--- config.mk ---
export PLATFORM = sky130hd
export DESIGN_NAME = pipe_injector
export DESIGN_NICKNAME = d
export VERILOG_FILES = /design/src/rtl/pipe_injector.sv
export SDC_FILE = /design/constraint.sdc
export NUM_CORES = 1
export LEC_CHECK = 0
export BUFFER_PORTS_ARGS = -buffer_cell sky130_fd_sc_hd__buf_2
export CAP_MARGIN = 20
export CORE_MARGIN = 4
export CORE_UTILIZATION = 56
export CTS_CLUSTER_DIAMETER = 120
export DETAILED_ROUTE_END_ITERATION = 8
export PLACE_DENSITY = 0.76
export SETUP_SLACK_MARGIN = 0.4
export SYNTH_ARGS = -nofsm -noshare
export SYNTH_HDL_FRONTEND = slang
export SYNTH_SLANG_ARGS = --single-unit
--- constraint.sdc ---
create_clock -name clk -period 2.15 [get_ports clk]
set_input_delay 0.1075 -clock clk [delete_from_list [all_inputs] [get_ports clk]]
set_output_delay 0.1075 -clock clk [all_outputs]
set_load 0.02 [all_outputs]
--- src/rtl/pipe_injector.sv ---
// pipe_injector: clocked valid/ready FIFO that issues one 4-phase bundled-data token per word.
// Optional ack watchdog is compiled in with `define PIPE_INJECTOR_TIMEOUT_EN.
module pipe_injector #(
   parameter int DATA_W      = 3,
   parameter int DEPTH       = 4,
   parameter int SYNC_STAGES = 2,
   parameter int SETUP_CYC   = 1,
   parameter int TIMEOUT_CYC = 255
) (
   input  logic              clk,
   input  logic              rst_n,
   input  logic              wr_valid,
   output logic              wr_ready,
   input  logic [DATA_W-1:0] wr_data,
   output logic              req_out,
   output logic [DATA_W-1:0] data_out,
   input  logic              ack_in,
   output logic              busy,
   output logic              err_timeout
);

   localparam int PTR_W = $clog2(DEPTH);
   localparam int CNT_W = $clog2(DEPTH + 1);
   localparam int SET_W = (SETUP_CYC > 1) ? $clog2(SETUP_CYC) : 1;

   typedef enum logic [1:0] {IDLE, SETUP, REQ_HI, REQ_LO} state_t;

   logic [DATA_W-1:0]      r_mem [DEPTH];
   logic [PTR_W-1:0]       r_wr_ptr;
   logic [PTR_W-1:0]       r_rd_ptr;
   logic [CNT_W-1:0]       r_count;
   logic                   r_run;
   logic [SYNC_STAGES-1:0] r_sync;
   state_t                 r_state;
   logic [SET_W-1:0]       r_setup_cnt;
   logic                   w_ack_s;
   logic                   w_push;
   logic                   w_pop;

   assign w_ack_s  = r_sync[SYNC_STAGES-1];
   // r_run keeps wr_ready low until the first clock edge after reset release
   assign wr_ready = r_run && (r_count != CNT_W'(DEPTH));
   assign w_push   = wr_valid && wr_ready;
   assign w_pop    = (r_state == REQ_HI) && w_ack_s;
   assign busy     = (r_count != '0) || (r_state != IDLE);

   always_ff @(posedge clk) begin
      if (w_push) begin
         r_mem[r_wr_ptr] <= wr_data;
      end
   end

   always_ff @(posedge clk or negedge rst_n) begin
      if (!rst_n) begin
         r_run    <= 1'b0;
         r_wr_ptr <= '0;
         r_rd_ptr <= '0;
         r_count  <= '0;
         r_sync   <= '0;
      end else begin
         r_run  <= 1'b1;
         r_sync <= {r_sync[SYNC_STAGES-2:0], ack_in};
         if (w_push) begin
            r_wr_ptr <= r_wr_ptr + PTR_W'(1);
         end
         if (w_pop) begin
            r_rd_ptr <= r_rd_ptr + PTR_W'(1);
         end
         if (w_push && !w_pop) begin
            r_count <= r_count + CNT_W'(1);
         end else if (!w_push && w_pop) begin
            r_count <= r_count - CNT_W'(1);
         end
      end
   end

   // The head word stays in the FIFO until the stage acknowledges it
   always_ff @(posedge clk or negedge rst_n) begin
      if (!rst_n) begin
         r_state     <= IDLE;
         r_setup_cnt <= '0;
         req_out     <= 1'b0;
         data_out    <= '0;
      end else begin
         case (r_state)
            IDLE: begin
               if ((r_count != '0) && !w_ack_s) begin
                  data_out    <= r_mem[r_rd_ptr];
                  r_setup_cnt <= '0;
                  r_state     <= SETUP;
               end
            end
            SETUP: begin
               if (r_setup_cnt == SET_W'(SETUP_CYC - 1)) begin
                  req_out <= 1'b1;
                  r_state <= REQ_HI;
               end else begin
                  r_setup_cnt <= r_setup_cnt + SET_W'(1);
               end
            end
            REQ_HI: begin
               if (w_ack_s) begin
                  req_out <= 1'b0;
                  r_state <= REQ_LO;
               end
            end
            REQ_LO: begin
               if (!w_ack_s) begin
                  r_state <= IDLE;
               end
            end
            default: begin
               req_out <= 1'b0;
               r_state <= IDLE;
            end
         endcase
      end
   end

`ifdef PIPE_INJECTOR_TIMEOUT_EN
   localparam int TO_W = $clog2(TIMEOUT_CYC + 1);

   logic [TO_W-1:0] r_to_cnt;
   logic            r_err;
   logic            w_wait;

   // Waiting means sitting in a handshake state with no transition this cycle
   assign w_wait = ((r_state == REQ_HI) && !w_ack_s) || ((r_state == REQ_LO) && w_ack_s);
   assign err_timeout = r_err;

   always_ff @(posedge clk or negedge rst_n) begin
      if (!rst_n) begin
         r_to_cnt <= '0;
         r_err    <= 1'b0;
      end else if (w_wait) begin
         if (r_to_cnt != TO_W'(TIMEOUT_CYC)) begin
            r_to_cnt <= r_to_cnt + TO_W'(1);
         end
         if (r_to_cnt == TO_W'(TIMEOUT_CYC - 1)) begin
            r_err <= 1'b1;
         end
      end else begin
         r_to_cnt <= '0;
      end
   end
`else
   // Always false for any legal TIMEOUT_CYC; keeps the parameter referenced
   assign err_timeout = (TIMEOUT_CYC < 0);
`endif

endmodule

After elaboration in Yosys (flattened, before gate mapping)
Memory sizes are Yosys's and may differ from the RTL's. A register that Yosys moved wholly into a read port is not among the register bits.
Cells that the tools add are included.
{ "word_totals": {"inputBits": 7, "elab_cells": 58, "mem_count": 1, "out_inout_bits": 7, "mem_bits_rw": 12, "register_bits": 14} }
{ "op_classes": {"n_eq_ne": 8, "muxes": 15, "n_addsub": 5, "reduce_logical": 21} }
{ "memory_table": {"columns": ["name", "depth", "word_bits", "rd", "rd_clocked_by_memory_dff", "write_ports", "line_no", "rtl"], "rows": [
  ["r_mem", 4, 3, 1, 1, 1, "28", "logic [DATA_W-1:0] r_mem [DEPTH];"]
]} }
{ "ops": {"columns": ["operator", "count"], "rows": [
  ["2-bit 2-to-1 mux", 4],
  ["2-bit != test (second input constant)", 4],
  ["2-bit case mux with 4 select lines", 1],
  ["2-bit nonzero test", 4],
  ["1-bit logical AND", 6],
  ["1-bit 2-to-1 mux", 6],
  ["3-bit 2-to-1 mux", 2],
  ["2-bit by 1-bit adder with 2-bit output (second input constant)", 2],
  ["2-bit equality test (second input constant)", 2],
  ["1-bit zero test", 4],
  ["1-bit case mux with 2 select lines", 2],
  ["2-bit AND reduction", 2],
  ["4-bit AND reduction", 1],
  ["3-bit by 1-bit adder with 3-bit output (second input constant)", 1],
  ["3-bit != test (second input constant)", 1],
  ["3-bit AND reduction", 1],
  ["3-bit nonzero test", 1],
  ["3-bit by 1-bit subtractor with 3-bit output (second input constant)", 1],
  ["2-bit by 1-bit equality test with 1-bit output (second input constant)", 1],
  ["2-bit zero test", 1],
  ["1-bit adder (second input constant)", 1],
  ["1-bit logical OR", 1]
]} }

Longest topological paths before layout
Gate-level depths: netlist (run 1).
{ "logic_depth": {"ltp_word": 7, "depth_mapped": 9, "mapped_depth_nobuf": 9} }

Least setup slack after synthesis (run 1)
No wires, ideal clock.
{ "synth_timing": {"path_kind": "register to register", "startpoint": "reg r_count[0]", "endpoint": "reg r_count[1]", "path_stages_with_launch": 6, "setup_slack_ns": 0.208, "setup_ns": 0.125, "n_path_buf": 0, "required_time_ns": 2.025, "arrival_ns": 1.817, "synth_period_minus_slack_ns": 1.942, "path_cell_list": "dfrtp_1 -> o311a_4 -> ha_1 -> inv_1 -> fa_1 -> mux2_2"} }
{ "synth_via": {"elab_chain_len": 6, "word_cells_on_any_way": 11, "cone_classes": "add/sub (2); eq/ne (1); mux (2); reduce/logical (6)"} }
{ "synth_rtl": {"columns": ["item", "line_no", "rtl"], "rows": [
  ["start, declared", "31", "logic [CNT_W-1:0] r_count;"],
  ["start signal, assigned", "70", "r_count <= r_count + CNT_W'(1);"],
  ["start signal, assigned", "72", "r_count <= r_count - CNT_W'(1);"],
  ["3-bit != test *", "42", "assign wr_ready = r_run && (r_count != CNT_W'(DEPTH));"],
  ["1-bit logical AND *", "42", null],
  ["1-bit logical AND *", "43", "assign w_push = wr_valid && wr_ready;"],
  ["named net w_push", "37", "logic w_push;"],
  ["1-bit zero test", "71", "end else if (!w_push && w_pop) begin"],
  ["1-bit logical AND", "71", null],
  ["2-bit nonzero test (no source line)", null, null]
]} }
Mark *: on every way through the listed nets, which the timed path passes. The rest lies on a longest branch. The select of a mux whose other input is x is not followed.
A chain may end at the register's enable or synchronous reset.

Worst setup path in the final report (run 1)
Ends and elaborated chain as after synthesis.

==> reports/metrics.yaml, run 1 <==
drive_gt1_frac: 0.4087
final_util: 0.7115
floorplan.die_area_um2: 3201
synth_top_area_share: 0.3030
wirelength_um: 2213
regArea_um2: 763.2
drtPass1Iterations: 3
finClkSkew_ns: 0.003309
arrival_ns: 2.05
antenna_found_initial: 0
synth_area_um2: 1321
viasPerCell: 5.154
startpoint_type: "flip-flop"
grt_first_pass_wirelength_um: 3905
hold_ws_ns: 0.2167
insertedDiodeCount: 0
switching_share: 0.3638
crit_type: "reg2reg"
p_int_mw: 1.299
floorplan.initialDensity: 0.5916
fp.dieW_um: 56.58
required_ns: 2.38
core-area_um2: 2233
stdcell_area_um2: 1589
cap_violations: 0
place_area_um2: 1416
fin_crit_ns: 1.826
cts_tree: "yes"
finalCritPeriodShare: 0.8493
clk_latency_ns: 0.33
ant_nets: 0
peakVddDrop_v: 0.0007399
track_usage: 0.1633
multi_input_area_um2: 553.0
drc: 0
ys.warnings.count: 0
yosysTopAreaCell: "dfrtp_1"
overflow: 0
vias: 737
end_kind: "flip-flop"
rows: 17
seq_area_frac_synth: 0.5758
cts.sinks: 28
rsz0062_at_grt: "true"
layout.cells.most_common_list: "dfrtp_1 (14), buf_2 (12), edfxtp_1 (12)"
hpwl_um: 1568
synth.distinct_cells: 30
crit_chain: "o311a_4, ha_4, inv_2, fa_1, mux2_2"
clk_pin_slew_ns: 0.14
cpLargestDelayFamily: "adder cells"
fp.dieH_um: 56.58
nets: 134
avgSynthCellArea_um2: 15.19
crit_buf_inv: 1
p_per_area_nw_per_um2: 1284
finalSetupViolCount: 0
comb_power_share: 0.479
synthToLayoutAreaGrowth_pct: 20.26
cp_slowest_cell: "dfrtp_2"
cts_max_level: 1
synth_area_leaders: "dfrtp_1 (30%), edfxtp_1 (27%), ha_1 (9.5%)"
slew_violations: 0
p_sw_uw: 742.4
gp_congestion: 0.7762
grt_max_degree: 17
max_stage_delay_ns: 0.43
cp_max_fo: 2
timing_hold_violations_final: 0
fillCellCount: 165
max_freq_mhz: 547.7
drt_iter0_markers: 5
power.clock.fraction: 0.105
crit_cells: 5
p_leak_nw: 0.6676
synth_nets: 105
synth-seq-cells: 28
wl_per_cell_um: 15.48
synthCells: 87
cts-root-buf: "clkbuf_4"
status: "complete, no violations"
min_path_type: "in2async"
design.portCount: 14
grt_pass1_vias: 823
r2r_cells: 5
portBuffers: 12
seqPwrFrac: 0.416
cts_max_path_buffers: 2
mostFrequentLayoutCell: "dfrtp_1"
cts_made_buffers: 3
fin_setup_tns_ns: 0
-- cells in the mapped netlist --
master,number
o31a_1,1
o21ai_0,1
a211oi_1,1
o311a_4,1
mux4_2,3
inv_1,8
xor2_1,1
fa_1,1
edfxtp_1,12
buf_6,1
xnor2_1,5
buf_4,1
ha_1,10
nor3_1,1
nand2_1,1
and2_1,4
nand3_1,1
a21oi_1,1
nor2_1,2
o311a_1,1
inv_2,1
mux2_2,5
a211o_1,1
o2bb2ai_1,1
nor4b_4,1
o211ai_2,1
conb_1,2
o22ai_1,1
dfrtp_1,16
mux2_4,1
-- power groups by stage --
stage,combinational (mW),sequential (mW),clock (mW)
finish,0.978,0.848,0.215
global route,1.08,0.870,0.253
CTS,0.947,0.846,0.224
detailed placement,0.757,0.913,0
global placement,0.718,0.898,0
floorplan,0.582,0.906,0
-- kinds of logic (layout without fill, tap and decap cells) --
kind of cell | count (synthesis) | count (layout) | synth area share
and+or+nand+nor | 10 | 10 | 0.05302
xor gates and xnor gates | 6 | 6 | 0.03977
buffers and inverters | 11 | 39 | 0.03977
other | 2 | 2 | 0.005684
adders and majority gates | 11 | 11 | 0.1098
muxes | 9 | 9 | 0.1051
DFF | 28 | 28 | 0.5758
AOI/OAI and AO/OA | 10 | 10 | 0.07102
-- metrics by stage --
step           setup WS, ns  power [mW]  cells
2_1_floorplan        0.3084       1.488     87
3_3_place_gp         0.2848       1.616    125
3_5_place_dp         0.1887       1.670    125
4_1_cts              0.3150       2.018    142
5_1_grt              0.2798       2.202    143
6_report             0.3241       2.041    143
-- path summary, 6_finish.rpt --
check | slack (ns) | start | to
max reg2reg | 0.32 | r_count[0] | r_count[1]
min in group clk | 0.27 | wr_valid | r_wr_ptr[0]
min reg2reg | 0.37 | r_sync[0] | r_sync[1]
max | 0.32 | r_count[0] | r_count[1]
max in group asynchronous | 1.65 | rst_n | r_count[0]
min | 0.22 | rst_n | data_out[2]
-- area by class of cell --
cell class / instances / share of cell area
Clock buffer: 3 / 0.01417
Tap cell: 28 / 0.02205
Clock inverter: 1 / 0.002362
Timing Repair Buffer: 26 / 0.1118
Sequential cell: 28 / 0.4803
Multi-Input combinational cell: 48 / 0.3480
Inverter: 9 / 0.02126
-- sequential cells by signal, summed over array words and instances (netlist names) --
register,cells
r_mem,12
data_out,3
r_count,3
r_rd_ptr,2
r_state,2
r_sync,2
r_wr_ptr,2
r_run,1
req_out,1
-- layer usage --
metal,vias up,track usage,routed length (um)
met5,-,0,0
met1,364,0.2079,1021
li1,357,-,-
met3,4,0.02759,66
met4,0,0.08136,35
met2,12,0.2673,1090
-- repair_timing --
action	4_1_cts	5_1_grt
hold endpoints to repair	29	0
setup buffers	8	1
gates resized for setup	4	3
pin swaps	2	0
hold buffers	5	0
endpoints found under the setup margin	3	4
(Power assumes the default switching activity.)
==> inputs of run 2 (changes only) <==
--- a/config.mk
+++ b/config.mk
@@ -8,10 +8,10 @@
 export BUFFER_PORTS_ARGS = -buffer_cell sky130_fd_sc_hd__buf_2
 export CAP_MARGIN = 20
 export CORE_MARGIN = 4
-export CORE_UTILIZATION = 56
+export CORE_UTILIZATION = 51
 export CTS_CLUSTER_DIAMETER = 120
 export DETAILED_ROUTE_END_ITERATION = 8
-export PLACE_DENSITY = 0.76
+export PLACE_DENSITY = 0.73
 export SETUP_SLACK_MARGIN = 0.4
 export SYNTH_ARGS = -nofsm -noshare
 export SYNTH_HDL_FRONTEND = slang
==> constraint.sdc (replaced) <==
create_clock -name clk -period 1.6 [get_ports clk]
set_input_delay 0.08 -clock clk [delete_from_list [all_inputs] [get_ports clk]]
set_output_delay 0.08 -clock clk [all_outputs]
set_load 0.02 [all_outputs]
==> reports/metrics.yaml, run 2 (same netlist as run 1, synthesis figures left out) <==
multi_input_area_um2: 649.4
place_area_um2: 1567
max_freq_mhz: 567.2
arrival_ns: 1.98
p_sw_mw: 1.171
floorplan.initialDensity: 0.5333
timing_hold_violations_final: 0
r2r_slack_ns: -0.16
final_util: 0.7657
cts-root-buf: "clkbuf_4"
power.clock.fraction: 0.128
cap_violations: 0
viasPerCell: 5.025
rsz0062_at_grt: "true"
stdcell_area_um2: 1897
grt_pass1_vias: 897
synthToLayoutAreaGrowth_pct: 43.56
track_usage: 0.1560
clk_latency_ns: 0.32
fillCellCount: 152
finalCritPeriodShare: 1.102
placed_cells: 142
vias: 809
antenna_found_initial: 0
violations: "setup timing"
rows: 18
overflow: 0
p_leak_nw: 0.8193
insertedDiodeCount: 0
grt_first_pass_wirelength_um: 3981
layout.cells.most_common_list: "dfrtp_1 (15), buf_6 (15), buf_4 (12), edfxtp_1 (12), buf_2 (10)"
drt_iter0_markers: 28
largest_reg_flops: 12
place_ws_ns: -0.1450
wl_per_cell_um: 14.80
finClkSkew_ns: 0.004110
startpoint: "r_count[2]"
drtPass1Iterations: 4
cts_max_path_buffers: 2
core-area_um2: 2477
p_per_area_nw_per_um2: 1828
crit_end: "r_count[1]"
cts.sinks: 28
clk_pin_slew_ns: 0.14
fp.dieW_um: 58.90
hold_ws_ns: 0.1849
cts_tree: "yes"
crit_type: "reg2reg"
end_kind: "flip-flop"
drc: 0
layout_top_registers: "r_mem (12), data_out (3), r_count (3)"
regMostFlops: "r_mem"
r2r_cells: 6
r2r_start: "r_count[2]"
hpwl_um: 1545
peakVddDrop_v: 0.001338
r2r_end: "r_count[1]"
ant_nets: 0
nets: 150
regArea_um2: 762.0
seqPwrFrac: 0.327
power.total_mw: 3.468
required_ns: 1.82
wirelength_um: 2382
portBuffers: 12
cts_made_buffers: 3
p_int_mw: 2.297
cts_max_level: 1
status: "complete, but fails checks"
drive_gt1_frac: 0.5725
fin_setup_tns_ns: -0.4325
grt_max_degree: 17
slew_violations: 0
comb_power_share: 0.545
finalSetupViolCount: 4
fp.dieH_um: 58.90
design.portCount: 14
min_path_type: "in2async"
floorplan.die_area_um2: 3469
cp_max_fo: 2
fin_cells: 161
worst_slack_ns: -0.1630
fin_crit_ns: 1.763
switching_share: 0.3378
gp_congestion: 0.7817
startpoint_type: "flip-flop"
## run 2: cell types whose count changed in the layout (fill, tap and decap cells not counted), sizes merged
cell / delta
clkinv: -1
buf: +16
bufinv: +1
## run 2: critical path, stage by stage, from the launching register on
cell and delay [ns]:
dfrtp_1 0.38, inv_2 0.05, o311a_4 0.38, ha_4 0.16, inv_2 0.04, fa_1 0.39
mux2_2 0.26
## run 2: power groups by stage
stage	logic (mW)	clock network, mW	registers [mW]
after global placement	1.34	0	1.13
final	1.89	0.446	1.13
after floorplan	0.864	0	1.23
after CTS	1.64	0.459	1.13
after global routing	2.04	0.490	1.16
after detailed placement	1.38	0	1.14
## run 2: what timing repair did
item | 4_1_cts | 5_1_grt
endpoints found under the hold margin | 29 | 0
gates resized for setup | 22 | 14
endpoints found under the setup margin | 23 | 25
hold buffers | 5 | 0
gates cloned | 0 | 0
buffers inserted | 6 | 4
pin swaps | 11 | 3
## run 2: area by class of cell
cell class,count,area share
clock buffer,3,0.01187
clock inverter,1,0.01583
inverter,9,0.01913
multi-input combinational,48,0.3423
sequential,28,0.4017
tap,30,0.01979
timing repair buffer,42,0.1893
## run 2: worst min-delay path by stage
stage / startpoint / endpoint / slack (ns) / depth (start not counted)
2_1_floorplan: rst_n / data_out[0] / -0.22 / 0
3_3_place_gp: rst_n / data_out[2] / 0.007 / 1
3_5_place_dp: rst_n / data_out[1] / 0.008 / 1
4_1_cts: rst_n / data_out[1] / 0.18 / 2
5_1_grt: rst_n / r_sync[1] / 0.19 / 2
6_report: rst_n / r_state[0] / 0.18 / 2
## run 2: per-layer routing
metal / wire length [um] / track usage
met1: 1042 / 0.1835
met2: 1239 / 0.2776
met4: 18 / 0.04207
met5: 0 / 0
met3: 81 / 0.04386
==> inputs of run 3 (changes only) <==
--- a/config.mk
+++ b/config.mk
@@ -13,6 +13,7 @@
 export DETAILED_ROUTE_END_ITERATION = 8
 export PLACE_DENSITY = 0.73
 export SETUP_SLACK_MARGIN = 0.4
+export SKIP_CTS_REPAIR_TIMING = 1
 export SYNTH_ARGS = -nofsm -noshare
 export SYNTH_HDL_FRONTEND = slang
 export SYNTH_SLANG_ARGS = --single-unit
==> constraint.sdc (replaced) <==
create_clock -name clk -period 1.6 [get_ports clk]
set_input_delay 0.24 -clock clk [delete_from_list [all_inputs] [get_ports clk]]
set_output_delay 0.24 -clock clk [all_outputs]
set_load 0.02 [all_outputs]
==> reports/metrics.yaml, run 3 (same netlist as run 1, synthesis figures left out) <==
timing_hold_violations_final: 0
finClkSkew_ns: 0.004905
drt_iter0_markers: 22
floorplan.die_area_um2: 3469
wl_per_cell_um: 14.68
design.portCount: 14
grt_pass1_vias: 748
min_path_type: "in2reg"
slew_violations: 0
busiest_layer: "met2"
portBuffers: 12
fp.dieH_um: 58.90
r2r_cells: 5
finalCritPeriodShare: 1.129
fin_setup_tns_ns: -0.6611
grtUsageMet1: 0.1770
cts_max_level: 1
violations: "setup timing"
worst_slack_ns: -0.2068
cts_made_buffers: 3
r2r_start: "r_count[0]"
antenna_found_initial: 0
clk_pin_slew_ns: 0.14
grtUsageMet2: 0.2019
cts.sinks: 28
synthToLayoutAreaGrowth_pct: 30.59
grt_use_met3: 0.03070
cp_max_fo: 2
nets: 140
rows: 18
cap_violations: 0
r2r_end: "r_count[1]"
insertedDiodeCount: 0
cts_max_path_buffers: 2
stdcell_area_um2: 1725
clk_latency_ns: 0.31
ant_nets: 0
min_from: "ack_in"
fp.dieW_um: 58.90
drc: 0
regMostFlops: "r_mem"
largest_reg_flops: 12
gp_congestion: 0.7758
p_per_area_nw_per_um2: 1800
drive_gt1_frac: 0.5372
finalSetupViolCount: 4
core-area_um2: 2477
viasPerCell: 4.960
final_util: 0.6965
mostFrequentLayoutCell: "dfrtp_1"
track_usage: 0.1270
wirelength_um: 2216
r2r_slack_ns: -0.21
peakVddDrop_v: 0.001193
place_ws_ns: -0.1723
cts-root-buf: "clkbuf_4"
arrival_ns: 2.02
grt_first_pass_wirelength_um: 3318
drtPass1Iterations: 4
status: "complete, but fails checks"
max_freq_mhz: 553.5
end_kind: "flip-flop"
rsz0062_at_grt: "true"
fin_crit_ns: 1.807
floorplan.initialDensity: 0.5333
grt_max_degree: 17
crit_type: "reg2reg"
min_to: "r_sync[0]"
hold_ws_ns: 0.02418
place_area_um2: 1559
vias: 749
layout.cells.most_common_list: "dfrtp_1 (15), buf_4 (14), edfxtp_1 (12)"
required_ns: 1.81
hpwl_um: 1530
cts_tree: "yes"
overflow: 0
layout_top_registers: "r_mem (12), data_out (3), r_count (3)"
p_leak_nw: 0.7405
startpoint_type: "flip-flop"
min_path_cells: 1
-- run 3: worst max-delay path, stage by stage, from the launching register on --
cell and delay [ns]:
dfrtp_2 0.44, o311a_4 0.39, ha_4 0.16, inv_2 0.05, fa_1 0.40, mux2_2 0.27
-- run 3: final cells by class --
class,count,area (um^2)
timing repair buffer,32,237.7
clock buffer,3,22.52
sequential,28,762.0
clock inverter,1,3.754
multi-input combinational,48,625.6
inverter,9,36.28
tap,30,37.54
fill,169,752.0
-- run 3: where the power goes --
part | leakage [nW] | switching, mW | internal, mW
clock | 0.0154 | 0.190 | 0.0911
combinational | 0.431 | 0.766 | 0.929
sequential | 0.294 | 0.164 | 0.966
total | 0.741 | 1.12 | 1.99
-- run 3: through the flow --
stage,instances,power (mW)
after CTS,145,2.797
after global placement,141,2.470
final,151,3.106
after global routing,151,3.341
after detailed placement,141,2.516
after floorplan,87,2.091
-- run 3: worst max path at each step --
stage	start	slack [ns]	cells after the start	end
floorplan	r_count[2]	-0.24	6	r_count[1]
global placement	r_count[2]	-0.13	6	r_count[1]
detailed placement	r_count[2]	-0.17	6	r_count[1]
CTS	r_state[1]	-0.24	6	busy
global route	r_state[0]	-0.25	6	busy
finish	r_count[0]	-0.21	5	r_count[1]
-- run 3: per-layer routing --
layer	up-vias	wire length, um
li1	371	-
met1	361	1001
met2	15	1108
met3	2	93
met4	0	12
met5	-	0
